`config.mk`:
```
export PLATFORM = sky130hd
export DESIGN_NAME = rv32_bus_arbiter
export DESIGN_NICKNAME = d
export VERILOG_FILES = /design/src/rtl/rv32_bus_arbiter_pkg.sv /design/src/rtl/rv32_bus_arbiter_watchdog.sv /design/src/rtl/rv32_bus_arbiter.sv
export SDC_FILE = /design/constraint.sdc
export NUM_CORES = 1
export LEC_CHECK = 0
export ABC_AREA = 1
export CORE_AREA = 2 2 122 124
export CTS_BUF_LIST = sky130_fd_sc_hd__clkbuf_2
export DETAILED_ROUTE_END_ITERATION = 12
export DIE_AREA = 0 0 124 126
export PLACE_DENSITY = 0.59
export SYNTH_ARGS = -nofsm -noshare
export SYNTH_HDL_FRONTEND = slang
export SYNTH_HIERARCHICAL = 1
export SYNTH_SLANG_ARGS = --single-unit
```
`constraint.sdc`:
```
create_clock -name clk -period 2.7 [get_ports clk]
set_input_delay 0.405 -clock clk [delete_from_list [all_inputs] [get_ports clk]]
set_output_delay 0.405 -clock clk [all_outputs]
set_load 0.03 [all_outputs]
```
`src/rtl/rv32_bus_arbiter_pkg.sv`:
```
// Shared definitions for the two-master native bus arbiter.
// State encodings, default error word and bus widths.
package rv32_bus_arbiter_pkg;
  localparam int ADDR_W = 32;
  localparam int DATA_W = 32;
  localparam int STRB_W = 4;

  localparam logic [DATA_W-1:0] ERR_DATA_DEF = 32'hDEADBEEF;

  typedef enum logic [1:0] {
    ST_IDLE = 2'd0,
    ST_GNT0 = 2'd1,
    ST_GNT1 = 2'd2,
    ST_TOUT = 2'd3
  } state_t;
endpackage

```
`src/rtl/rv32_bus_arbiter_watchdog.sv`:
```
// Transaction watchdog: counts stalled grant cycles and flags expiry on the
// last allowed cycle so the arbiter can move to its timeout state next.
module bus_watchdog #(
  parameter int TIMEOUT_CYCLES = 64
) (
  input  logic clk,
  input  logic reset_n,
  input  logic run,
  input  logic clear,
  output logic expire
);
  generate
    if (TIMEOUT_CYCLES == 0) begin : g_off
      assign expire = 1'b0;
    end else begin : g_on
      localparam int CW = $clog2(TIMEOUT_CYCLES + 1);
      logic [CW-1:0] r_cnt;

      always_ff @(posedge clk or negedge reset_n) begin
        if (!reset_n) begin
          r_cnt <= '0;
        end else if (clear) begin
          r_cnt <= '0;
        end else if (run) begin
          r_cnt <= r_cnt + CW'(1);
        end
      end

      assign expire = run && (r_cnt == CW'(TIMEOUT_CYCLES - 1));
    end
  endgenerate
endmodule

```
`src/rtl/rv32_bus_arbiter.sv`:
```
// Two-master, one-slave round-robin arbiter with transaction locking and a
// watchdog that completes hung transactions with an error word.
module rv32_bus_arbiter
  import rv32_bus_arbiter_pkg::*;
#(
  parameter int                 TIMEOUT_CYCLES = 64,
  parameter logic [DATA_W-1:0]  ERR_DATA       = ERR_DATA_DEF,
  parameter int                 ERR_CNT_WIDTH  = 8
) (
  input  logic                     clk,
  input  logic                     reset_n,
  input  logic                     m0_valid,
  output logic                     m0_ready,
  input  logic [ADDR_W-1:0]        m0_addr,
  input  logic [DATA_W-1:0]        m0_wdata,
  input  logic [STRB_W-1:0]        m0_wstrb,
  output logic [DATA_W-1:0]        m0_rdata,
  input  logic                     m1_valid,
  output logic                     m1_ready,
  input  logic [ADDR_W-1:0]        m1_addr,
  input  logic [DATA_W-1:0]        m1_wdata,
  input  logic [STRB_W-1:0]        m1_wstrb,
  output logic [DATA_W-1:0]        m1_rdata,
  output logic                     s_valid,
  input  logic                     s_ready,
  output logic [ADDR_W-1:0]        s_addr,
  output logic [DATA_W-1:0]        s_wdata,
  output logic [STRB_W-1:0]        s_wstrb,
  input  logic [DATA_W-1:0]        s_rdata,
  output logic [1:0]               grant,
  output logic                     err_pulse,
  output logic [ERR_CNT_WIDTH-1:0] err_count
);
  state_t                   r_state;
  logic                     r_last_grant;
  logic [ERR_CNT_WIDTH-1:0] r_err_count;

  logic w_in_gnt;
  logic w_own_valid;
  logic w_expire;

  // r_last_grant is written at grant time; it doubles as the owner id while
  // a transaction (or its timeout cycle) is in flight.
  assign w_in_gnt    = (r_state == ST_GNT0) || (r_state == ST_GNT1);
  assign w_own_valid = r_last_grant ? m1_valid : m0_valid;

  bus_watchdog #(
    .TIMEOUT_CYCLES(TIMEOUT_CYCLES)
  ) u_watchdog (
    .clk    (clk),
    .reset_n(reset_n),
    .run    (w_in_gnt && !s_ready),
    .clear  (!w_in_gnt),
    .expire (w_expire)
  );

  always_ff @(posedge clk or negedge reset_n) begin
    if (!reset_n) begin
      r_state      <= ST_IDLE;
      r_last_grant <= 1'b1;
      r_err_count  <= '0;
    end else begin
      case (r_state)
        ST_IDLE: begin
          if (m0_valid && (!m1_valid || r_last_grant)) begin
            r_state      <= ST_GNT0;
            r_last_grant <= 1'b0;
          end else if (m1_valid) begin
            r_state      <= ST_GNT1;
            r_last_grant <= 1'b1;
          end
        end
        ST_GNT0, ST_GNT1: begin
          // A dropped request and a normal completion both end the lock.
          if (!w_own_valid || s_ready) begin
            r_state <= ST_IDLE;
          end else if (w_expire) begin
            r_state <= ST_TOUT;
          end
        end
        ST_TOUT: begin
          r_state <= ST_IDLE;
          if (r_err_count != '1) begin
            r_err_count <= r_err_count + ERR_CNT_WIDTH'(1);
          end
        end
        default: r_state <= ST_IDLE;
      endcase
    end
  end

  always_comb begin
    s_valid   = 1'b0;
    s_addr    = '0;
    s_wdata   = '0;
    s_wstrb   = '0;
    m0_ready  = 1'b0;
    m0_rdata  = '0;
    m1_ready  = 1'b0;
    m1_rdata  = '0;
    grant     = 2'b00;
    err_pulse = 1'b0;
    case (r_state)
      ST_GNT0: begin
        s_valid  = m0_valid;
        s_addr   = m0_addr;
        s_wdata  = m0_wdata;
        s_wstrb  = m0_wstrb;
        m0_ready = s_ready;
        m0_rdata = s_rdata;
        grant    = 2'b01;
      end
      ST_GNT1: begin
        s_valid  = m1_valid;
        s_addr   = m1_addr;
        s_wdata  = m1_wdata;
        s_wstrb  = m1_wstrb;
        m1_ready = s_ready;
        m1_rdata = s_rdata;
        grant    = 2'b10;
      end
      ST_TOUT: begin
        err_pulse = 1'b1;
        if (r_last_grant) begin
          m1_ready = 1'b1;
          m1_rdata = ERR_DATA;
          grant    = 2'b10;
        end else begin
          m0_ready = 1'b1;
          m0_rdata = ERR_DATA;
          grant    = 2'b01;
        end
      end
      default: ;
    endcase
  end

  assign err_count = r_err_count;
endmodule

```
Word-level counts from Yosys, hierarchy flattened
Index checks and enable logic that the tools add are counted.
W data, S select, Z words.

storage, ports and cells
  logic and storage cells = 54
  bits of input ports = 173
  register bits after elaboration = 18

cells by class
  mux-type cells = 25
  add/subtract/negate cells = 2
  eq/ne operators = 8
  reduce and logical (&&, ||, !) cells = 15

operators with widths
  cell                   count
  $pmux W32 S2           4
  $mux W32               2
  $mux W7                2
  $pmux W2 S3            2
  $mux W2                5
  $add A8 B1 Y8 const B  1
  $ne A8 B8 Y1 const B   1
  $pmux W4 S2            1
  $add A7 B1 Y7 const B  1
  $eq A7 B6 Y1 const B   1
  $mux W1                6
  $pmux W1 S2            3
  $reduce_and A2 Y1      3
  $eq A2 B2 Y1 const B   2
  $logic_and A1 B1 Y1    3
  $logic_not A1 Y1       3
  $logic_or A1 B1 Y1     3
  $ne A3 B2 Y1 const B   1
  $ne A3 B3 Y1 const B   1
  $eq A2 B1 Y1 const B   1
  $logic_not A2 Y1       1
  $ne A2 B1 Y1 const B   1
  $reduce_bool A2 Y1     1
  $reduce_or A2 Y1       1

Depth between registers and ports, before layout
  depth after elaboration = 7
  gate-level depth with buffers = 10

By module
Netlist, hierarchy kept.

by module, submodules not included
  module            times used  cells an instance  seq. area each (um^2)  area an instance (um^2)
  rv32_bus_arbiter  1           446                276.5                  2253.4
  bus_watchdog      1           48                 175.2                  386.6

Worst setup path after synthesis
Ideal clock, no wire load.

  kind = reg-to-output
  start point = register r_state[0]
  end point = output port m1_rdata[0]
  data required time = 2.295 ns
  arrival = 1.728 ns
  path slack = 0.567 ns
  stages on the path, launching flop included = 7
  path buffers = 2
  cells stage by stage = dfrtp_1 > inv_1 > ha_1 > buf_2 > inv_1 > clkbuf_1 > o21ai_0

between the ends
  longest elaborated chain between the ends = 2
  elaborated cells on any way between the ends = 3
  classes of those cells = eq/ne (2); mux (1)

ends and longest elaborated chain
  what                      RTL line                 source
  start: declaration        rv32_bus_arbiter.sv:34   state_t r_state;
  start signal: assignment  rv32_bus_arbiter.sv:59   r_state <= ST_IDLE;
  start signal: assignment  rv32_bus_arbiter.sv:66   r_state <= ST_GNT0;
  start signal: assignment  rv32_bus_arbiter.sv:69   r_state <= ST_GNT1;
  $eq A2 B2 Y1              rv32_bus_arbiter.sv:103  case (r_state)
  $pmux W32 S2 (*)          rv32_bus_arbiter.sv:103
  end: declaration          rv32_bus_arbiter.sv:23   output logic [DATA_W-1:0] m1_rdata,

Mark *: on every way between the ends. The rest lies on a longest branch, timed or not.

Final worst setup path
  start point = register r_state[0]
  end point = output port m1_rdata[27]

Same word-level chain as after synthesis.

==> impl_metrics.csv <==
group,metric,value,unit
place,port_buffers,318,
detailed_routing,remaining_drc_errors,0,
detailed_routing,viasPerCell,4.319,
finish,drive_gt1_share,11.67,%
synthesis,syn-cell-area,2640,µm²
timing,drv_slew,0,
timing,holdWs,406.2,ps
timing,finalSetupTns,0,ps
place,detailed_place_hpwl,11.40,mm
clocking,clk_path_buf_depth,2,
setup_path,worst-path-buf-inv,4,
synthesis,syn_inst,494,
setup_path,crit_type,"register to output pin",
timing,fin_crit,2565,ps
clocking,cts-root-buf,"clkbuf_2",
timing,finalSetupViolCount,0,
detailed_routing,drtAntennaViolNets,0,
clocking,cts_made_buffers,3,
global_route,grt_usage,16.57,%
power_and_ir_drop,power,5.204,mW
clocking,htree_levels,1,
detailed_routing,drt-pass1-iter-count,4,
global_route,grt_first_pass_wirelength,20.66,mm
setup_path,critPathLaunchType,"register",
run,drv_cap,0,
die,fp-row-count,44,
timing,hold_viol_final,0,
finish,nets,978,
die,die_y,126,µm
synthesis,synth_area_per_cell,5.344,µm²
synthesis,ys_seq_elements,18,
die,initial_core_util,18.44,%
power_and_ir_drop,pwr_density_cell,874.8,nW/µm²
synthesis,yosysTopAreaCell,"nand2_1",
clocking,postCtsSetupBuffers,0,
power_and_ir_drop,ir_worst_vdd,0.4234,mV
finish,area_delta_synth_final,125.3,%
detailed_routing,via_count,4237,
global_route,grt_pass1_vias,3982,
finish,fillers,1553,
synthesis,yosys_warnings,6,
clocking,cts_tree,"built",
setup_path,cpMostUsedCell,"buf_12",
detailed_routing,wirelength,14.38,mm
setup_path,critPathMaxStageDelay,500,ps
clocking,ctsHoldBuffers,0,
global_route,antenna_found_initial,0,
die,core,14310,µm²
worst_hold_path,hold_path_class,"primary input to asynchronous set/reset pin",
clocking,clk_latency,310,ps
synthesis,syn_nets,674,
global_route,grt_max_degree,46,
setup_path,crit_fanout,37,
synthesis,ys_seq_area_share,17.11,%
status,status,"finished, final reports clean",
finish,n_antenna_cell,0,
synthesis,synthTopCellsByArea,"nand2_1 28%, dfrtp_1 16%, a21oi_1 14%, o21ai_0 10%, inv_1 8.0%",
detailed_routing,detail_route.iter0.violations,182,
detailed_routing,wl_per_cell,14.66,µm
setup_path,crit_required,2300,ps
clocking,clkTransAtPathRegs,190,ps
timing,timing.fmax,389.8,MHz
timing,rsz0062_at_grt,"no",
setup_path,cp.arrival,2160,ps
die,die_area,15620,µm²
power_and_ir_drop,p_leak,3.061,nW
timing,tightest_slew,364.4,ps
clocking,clkSinkCount,18,
setup_path,slowest_stage,"dfrtp_2",
timing,finalCritPeriodShare,95.01,%
setup_path,worstPathCellList,"inv_1 -> ha_2 -> buf_12 -> clkinvlp_4 -> o21ai_1 -> buf_12",
place,gp_congestion,0.8273,
die,ios,319,
setup_path,critPathTopFamily,"buffers and inverters",
timing,slew_headroom,75.67,%
synthesis,synth_top_area_share,28.44,%
setup_path,crit_path_end_kind,"output pin",
timing,fin_worst_skew,9.509,ps
synthesis,ys_types,30,
global_route,grt_overflow,0,
die,die-width,124,µm
==> cell usage after synthesis (all sizes together) <==
cell / number
nand3: 9
dfstp: 1
o21bai: 1
inv: 61
xor2: 1
nor2: 17
o21ai: 57
buf: 20
a21o: 1
clkbuf: 13
nor3: 3
xnor2: 2
nand4: 2
a21oi: 74
nor4: 1
nand2: 204
dfrtp: 17
ha: 7
a21boi: 1
nand3b: 2
==> metrics by stage <==
stage                     instances  util, %  setup WS (ps)  instance area, µm²
after floorplan                 494        -          567.0                2640
after global placement          974    41.49          278.4                5938
after detailed placement        974    41.49          256.1                5938
after CTS                       978    41.10          18.23                5883
after global routing            981    41.56         0.9750                5948
final                           981    41.56          134.8                5948
==> flip-flops by register name, indices dropped and copies added, names as in the netlist <==
register and cells:
err_count 8, u_watchdog/g_on.r_cnt 7, r_state 2, r_last_grant 1
==> final timing paths <==
check,start,endpoint,slack (ps),cells past startpoint
max,r_state[0]$_DFFE_PN0P_,m1_rdata[27],130,6
min,reset_n,u_watchdog/g_on.r_cnt[3]$_DFFE_PN0P_,410,2
max reg2reg,r_state[0]$_DFFE_PN0P_,r_state[1]$_DFFE_PN0P_,530,11
min reg2reg,r_last_grant$_DFFE_PN1P_,r_last_grant$_DFFE_PN1P_,540,2
max in group asynchronous,reset_n,r_last_grant$_DFFE_PN1P_,2030,2
min in group clk,r_last_grant$_DFFE_PN1P_,r_last_grant$_DFFE_PN1P_,540,2
==> cells in the final DEF, fill, tap and decap left out, drive strengths merged, types with 2 or more instances in the layout <==
| master | count |
|---|---|
| a21oi | 74 |
| buf | 62 |
| clkbuf | 3 |
| clkdlybuf4s50 | 185 |
| clkinvlp | 5 |
| dfrtp | 17 |
| dlygate4sd2 | 68 |
| dlymetal6s2s | 14 |
| ha | 7 |
| inv | 59 |
| nand2 | 204 |
| nand3 | 9 |
| nand3b | 2 |
| nand4 | 2 |
| nor2 | 17 |
| nor3 | 3 |
| o21ai | 57 |
| xnor2 | 2 |
==> power breakdown <==
group	internal [mW]	leakage [nW]	total [mW]	switching [mW]
Clock	0.0322	0.0140	0.123	0.0904
Combinational	1.63	2.81	4.69	3.06
Sequential	0.329	0.239	0.389	0.0606
==> cell families (layout without fill, tap and decap cells) <==
kind of cell	Yosys count	in the layout	share of synthesized area, %
fa+ha+maj	7	7	3.317
simple gates	238	238	37.01
xor+xnor	3	3	0.9954
compound gates	134	134	26.26
flops	18	18	17.11
buf+inv	94	397	15.31
==> worst reg2reg max path, cell delays in order (launching register included) <==
cell     delay (ps)
dfrtp_2         480
inv_1           100
ha_1            300
inv_2            60
buf_12          160
nor2_2          230
inv_1           100
nor4_2          340
nor2_1           80
nor2_1          130
nand2_1          70
nand2_1          60
==> final cells by class <==
| cell class | instances | area, µm² | share of cell area (%) |
|---|---|---|---|
| sequential | 18 | 452.9 | 7.615 |
| inverter | 61 | 236.5 | 3.976 |
| timing repair buffer | 329 | 3188 | 53.60 |
| clock inverter | 1 | 3.754 | 0.06310 |
| timing repair inverter | 3 | 22.52 | 0.3786 |
| tap | 184 | 230.2 | 3.870 |
| clock buffer | 3 | 15.01 | 0.2524 |
| multi-input combinational | 382 | 1799 | 30.25 |
==> metal layers <==
metal / part of all wire, % / GRT usage (%) / vias up
li1: - / - / 2158
met1: 38 / 19.44 / 1866
met2: 52 / 31.29 / 201
met3: 9.1 / 3.034 / 12
met4: 1.2 / 2.710 / 0
met5: 0 / 0 / -
==> what timing repair did <==
action,in CTS,in global routing
setup endpoints to repair,71,64
cloned,0,3
resized for setup,71,21
Power figures use the tool's default switching activity.
